===== config.mk =====
export PLATFORM = sky130hd
export DESIGN_NAME = uart_rx
export DESIGN_NICKNAME = d
export VERILOG_FILES = /design/src/rtl/uart_pkg.sv /design/src/rtl/uart_rx_fifo.sv /design/src/rtl/uart_rx.sv
export SDC_FILE = /design/constraint.sdc
export NUM_CORES = 1
export LEC_CHECK = 0
export ABC_AREA = 0
export BUFFER_PORTS_ARGS = -buffer_cell sky130_fd_sc_hd__buf_4
export CORE_MARGIN = 5
export CORE_UTILIZATION = 45
export CTS_BUF_LIST = sky130_fd_sc_hd__clkbuf_8
export DETAILED_ROUTE_END_ITERATION = 12
export PLACE_DENSITY = 0.63
export SYNTH_ARGS = -nofsm -noshare
export SYNTH_HDL_FRONTEND = slang
export SYNTH_SLANG_ARGS = --single-unit

===== constraint.sdc =====
create_clock -name clk -period 6.8 [get_ports clk]
set_clock_uncertainty 0.2 [all_clocks]
set_input_delay 0.68 -clock clk [delete_from_list [all_inputs] [get_ports clk]]
set_output_delay 0.68 -clock clk [all_outputs]
set_load 0.01 [all_outputs]

===== src/rtl/uart_pkg.sv =====
// uart_pkg: receiver state encoding and frame geometry shared by the UART blocks.
package uart_pkg;
    localparam int DATA_BITS = 8;
    typedef enum logic [2:0] {IDLE, START, DATA, STOP, WAIT_IDLE} uart_state_t;
endpackage


===== src/rtl/uart_rx_fifo.sv =====
// uart_rx_fifo: show-ahead receive FIFO; a full FIFO drops a push unless a pop
// frees the slot in the same cycle.
module uart_rx_fifo #(
    parameter int DEPTH = 4,
    parameter int WIDTH = 8
) (
    input  logic             clk,
    input  logic             rst,
    input  logic             push,
    input  logic             pop,
    input  logic [WIDTH-1:0] din,
    output logic [WIDTH-1:0] head,
    output logic             full,
    output logic             empty,
    output logic             overrun
);
    localparam int AW = $clog2(DEPTH);
    localparam int CW = AW + 1;
    logic [WIDTH-1:0] mem [DEPTH];
    logic [AW-1:0] wr_ptr, rd_ptr;
    logic [CW-1:0] count;
    logic do_push, do_pop;
    assign empty   = count == '0;
    assign full    = count == CW'(DEPTH);
    assign do_pop  = pop & ~empty;
    assign do_push = push & (~full | do_pop);
    assign overrun = push & full & ~do_pop;
    assign head    = empty ? '0 : mem[rd_ptr];
    always_ff @(posedge clk)
        if (do_push) mem[wr_ptr] <= din;
    always_ff @(posedge clk or negedge rst) begin
        if (!rst) begin
            wr_ptr <= '0;
            rd_ptr <= '0;
            count  <= '0;
        end else begin
            if (do_push) wr_ptr <= wr_ptr + AW'(1);
            if (do_pop) rd_ptr <= rd_ptr + AW'(1);
            if (do_push != do_pop) count <= do_push ? count + CW'(1) : count - CW'(1);
        end
    end
endmodule


===== src/rtl/uart_rx.sv =====
// uart_rx: 8N1 serial receiver sampling each bit at its centre, with framing and
// overrun detection and a show-ahead receive FIFO toward the CPU side.
module uart_rx
    import uart_pkg::*;
#(
    parameter int CLKS_PER_BIT = 5200,
    parameter int FIFO_DEPTH   = 4
) (
    input  logic       clk,
    input  logic       rst,
    input  logic       rx,
    input  logic       rd_en,
    output logic [7:0] rx_data,
    output logic       rx_valid,
    output logic       framing_err,
    output logic       overrun_err
);
    localparam int CW = $clog2(CLKS_PER_BIT) + 1;
    localparam int BW = $clog2(DATA_BITS);
    localparam logic [CW-1:0] HALF = CW'(CLKS_PER_BIT / 2);
    localparam logic [CW-1:0] FULL = CW'(CLKS_PER_BIT);
    localparam logic [CW-1:0] ONE  = CW'(1);
    uart_state_t state;
    logic sync1, rx_s, push, full, empty;
    logic [CW-1:0] cnt;
    logic [BW-1:0] bit_cnt;
    logic [DATA_BITS-1:0] shift;
    always_ff @(posedge clk or negedge rst) begin
        if (!rst) begin
            sync1 <= 1'b1;
            rx_s  <= 1'b1;
        end else begin
            sync1 <= rx;
            rx_s  <= sync1;
        end
    end
    // cnt counts down to 1; the action fires on the cycle it reads 1
    always_ff @(posedge clk or negedge rst) begin
        if (!rst) begin
            state       <= IDLE;
            cnt         <= '0;
            bit_cnt     <= '0;
            shift       <= '0;
            push        <= 1'b0;
            framing_err <= 1'b0;
        end else begin
            push        <= 1'b0;
            framing_err <= 1'b0;
            case (state)
                IDLE: if (!rx_s) begin
                    state   <= START;
                    bit_cnt <= '0;
                    cnt     <= HALF;
                end
                START: if (cnt == ONE) begin
                    state <= rx_s ? IDLE : DATA;
                    cnt   <= FULL;
                end else cnt <= cnt - ONE;
                DATA: if (cnt == ONE) begin
                    shift   <= {rx_s, shift[DATA_BITS-1:1]};
                    cnt     <= FULL;
                    bit_cnt <= bit_cnt + BW'(1);
                    if (bit_cnt == BW'(DATA_BITS - 1)) state <= STOP;
                end else cnt <= cnt - ONE;
                STOP: if (cnt == ONE) begin
                    push        <= rx_s;
                    framing_err <= ~rx_s;
                    state       <= rx_s ? IDLE : WAIT_IDLE;
                end else cnt <= cnt - ONE;
                WAIT_IDLE: if (rx_s) state <= IDLE;
                default: state <= IDLE;
            endcase
        end
    end
    uart_rx_fifo #(.DEPTH(FIFO_DEPTH), .WIDTH(DATA_BITS)) u_fifo (
        .clk    (clk),
        .rst    (rst),
        .push   (push),
        .pop    (rd_en),
        .din    (shift),
        .head   (rx_data),
        .full   (full),
        .empty  (empty),
        .overrun(overrun_err)
    );
    assign rx_valid = ~empty;
endmodule


==> out/metrics.yaml <==
floorplan:
  core_um2: 7330
  num_rows: 31
  die_area_um2: 9460
  io_pins: 15
  initial_utilization_pct: 46.7
  die_y_um: 97.3
  die_w_um: 97.3
detailed_routing:
  num_vias: 2178
  firstDrtPassIters: 4
  drtIter0Drc: 81
  ant_nets: 0
  wire_per_inst_um: 16.5
  wirelength_mm: 6.30
  drc: 0
  via_per_inst: 5.70
critical_path:
  cp-end-kind: "register"
  criticalPathCategory: "reg -> reg"
  slowest_stage: "or4b_1"
  path_max_fanout: 13
  worst-path-buf-inv: 1
  worstPathRequired_ps: 6820
  regToRegSetupSlack_ps: 3660
  cp.arrival_ps: 3160
  crit_path_start_kind: "register"
  cp_cell_sequence: "inv_1 > ha_1 > or4b_1 > nor4_4 > nand3_1 > mux2_1"
  crit_family: "simple AND/OR/NAND/NOR gates"
  max_stage_delay_ps: 590
final_layout:
  antenna_cells: 0
  most-common-layout-cells: "dfrtp_1 (37), edfxtp_1 (32), nor2_1 (15)"
  area_growth_pct: 9.57
  final_core_util_pct: 51.2
  layout_commonest_cell: "dfrtp_1"
  nets: 291
  postLayoutCellArea_um2: 3750
  drive_gt1_share_pct: 18.0
sta:
  hold_viol: 0
  relSlewSlack_pct: 46.5
  timing.fmax_mhz: 318
  tightest_slew_ps: 801
  rsz0062_at_grt: "false"
  final.setup.tns_ps: 0
  period_share_pct: 46.2
  min_period_ps: 3140
  finalSetupViolations: 0
  slew_violations: 0
logic_synthesis:
  ys_ff_latch: 71
  synth_edf_count: 32
  synth_flop_cell: "dfrtp_1"
  syn_area_um2: 3430
  synthDistinctLibCells: 59
  synth_area_per_cell_um2: 12.8
  netlist_instances: 268
  seq_area_frac_synth_pct: 56.6
  synthTopCellsByArea: "edfxtp_1 (28%), dfrtp_1 (27%), mux4_2 (5.3%)"
  async_flop_share_pct: 54.9
  synth_fp_nets: 281
  netlist.area_leader.share_pct: 28.0
  yosys.area.top_type: "edfxtp_1"
  yosys_warnings: 0
cts:
  clk_pin_slew_ps: 70
  clock-sinks: 71
  cts_setup_buffers: 0
  cts_tree: "yes"
  cts_root_buf: "clkbuf_8"
  clock_path_buffers: 2
  h-tree-depth: 3
  clock_latency_ps: 340
  hold_buffers: 0
  cts_made_buffers: 9
  cts_resized: 0
place:
  finalWeightedCongestion: 0.879
  dp_hpwl_mm: 4.23
  port-buffer-count: 14
  postPlaceCellArea_um2: 3580
global_route:
  antenna_found_initial: 0
  grt_first_pass_wirelength_mm: 10.6
  grt_util_all_layers_pct: 14.2
  grt_max_degree: 40
  overflow: 0
  grt_pass1_vias: 2146
pwr:
  vdd_ir_drop_max_uv: 86.2
  power_uw: 896
  power_density_nw_per_um2: 239
  cellLeakagePower_uw: 0.00155
worst_hold_path:
  hold_class: "in -> async"
run:
  cap_viol_max_count: 0
run_status:
  status: "finished clean"
area by class of cell:
| type | count | area [um^2] |
|---|---|---|
| Tap cell | 99 | 124 |
| Clock inverter | 7 | 48.8 |
| Clock buffer | 9 | 124 |
| Multi-Input combinational cell | 173 | 1380 |
| Fill cell | 636 | 3580 |
| Sequential cell | 71 | 1940 |
| Inverter | 9 | 33.8 |
| Timing Repair Buffer | 14 | 105 |
cells in the mapped netlist, types with 2 or more instances:
cell and number:
o21ai_0 9, or4_4 3, mux2_2 2, ha_1 8
a311oi_1 3, nand3_1 8, buf_6 2, mux4_2 8
dfstp_2 2, o31ai_1 4, o2bb2ai_1 2, mux2_1 7
xnor2_1 5, and2_1 13, nor4_1 6, nor3b_1 2
or3_1 3, o211ai_1 4, buf_1 2, nor3_1 4
a32oi_1 2, nor2b_1 3, a21oi_1 9, a21o_1 2
nor2_1 15, nand2_1 12, o22a_1 3, edfxtp_1 32
buf_2 2, or4_1 5, mux2i_1 2, a31oi_1 2
inv_1 9, or2_2 2, dfrtp_1 37, a211oi_1 2
clkbuf_1 9, nor4_4 2
logic make-up after synthesis:
family                   synth area share [%]
adder cells (fa/ha/maj)                  3.51
multiplexers                             8.80
XOR/XNOR                                 1.53
AND/OR/NAND/NOR                          14.9
buffers and inverters                    3.14
flip-flops                               56.6
AO/OA/AOI/OAI                            11.5
stage by stage:
stage / worst slack, ps / hold WS [ps] / instances
after floorplan: 4240 / 145 / 268
after global placement: 3720 / 147 / 366
after detailed placement: 3660 / 148 / 366
after CTS: 3640 / 116 / 382
after global routing: 3460 / 128 / 382
final: 3660 / 108 / 382
worst register-to-register path: cells and delay by family (launching register included):
kind / cells / cell delay, ps
muxes: 1 / 470
DFF: 1 / 390
adders and majority gates: 1 / 140
buffers and inverters: 1 / 100
and+or+nand+nor: 3 / 1730
power breakdown:
part           switching [uW]  internal (uW)  total [uW]
sequential               44.3            461         505
combinational            44.2           53.7        98.0
clock                     161            132         293
total                     249            647         896
per-layer routing:
layer  GRT usage, %  share of wire, %
met1           17.5                44
met2           23.5                49
met3           3.37               5.0
met4           6.71               1.6
met5              0                 0
worst paths after layout:
| path | cells after the start | startpoint | to |
|---|---|---|---|
| max reg2reg | 6 | cnt[1] | shift[4] |
| max | 6 | cnt[1] | shift[4] |
| min in group clk | 0 | sync1 | rx_s |
| min | 1 | rst | cnt[8] |
| min reg2reg | 0 | sync1 | rx_s |
| max in group asynchronous | 1 | rst | rx_s |
state kept, by name (all words and copies together) (netlist names), 2 cells and up:
register and cells:
bit_cnt 3, u_fifo.rd_ptr 2, u_fifo.wr_ptr 2, u_fifo.count 3, u_fifo.mem 32, shift 8, state 3, cnt 14
Note: power is estimated with default switching activity, not from simulation.
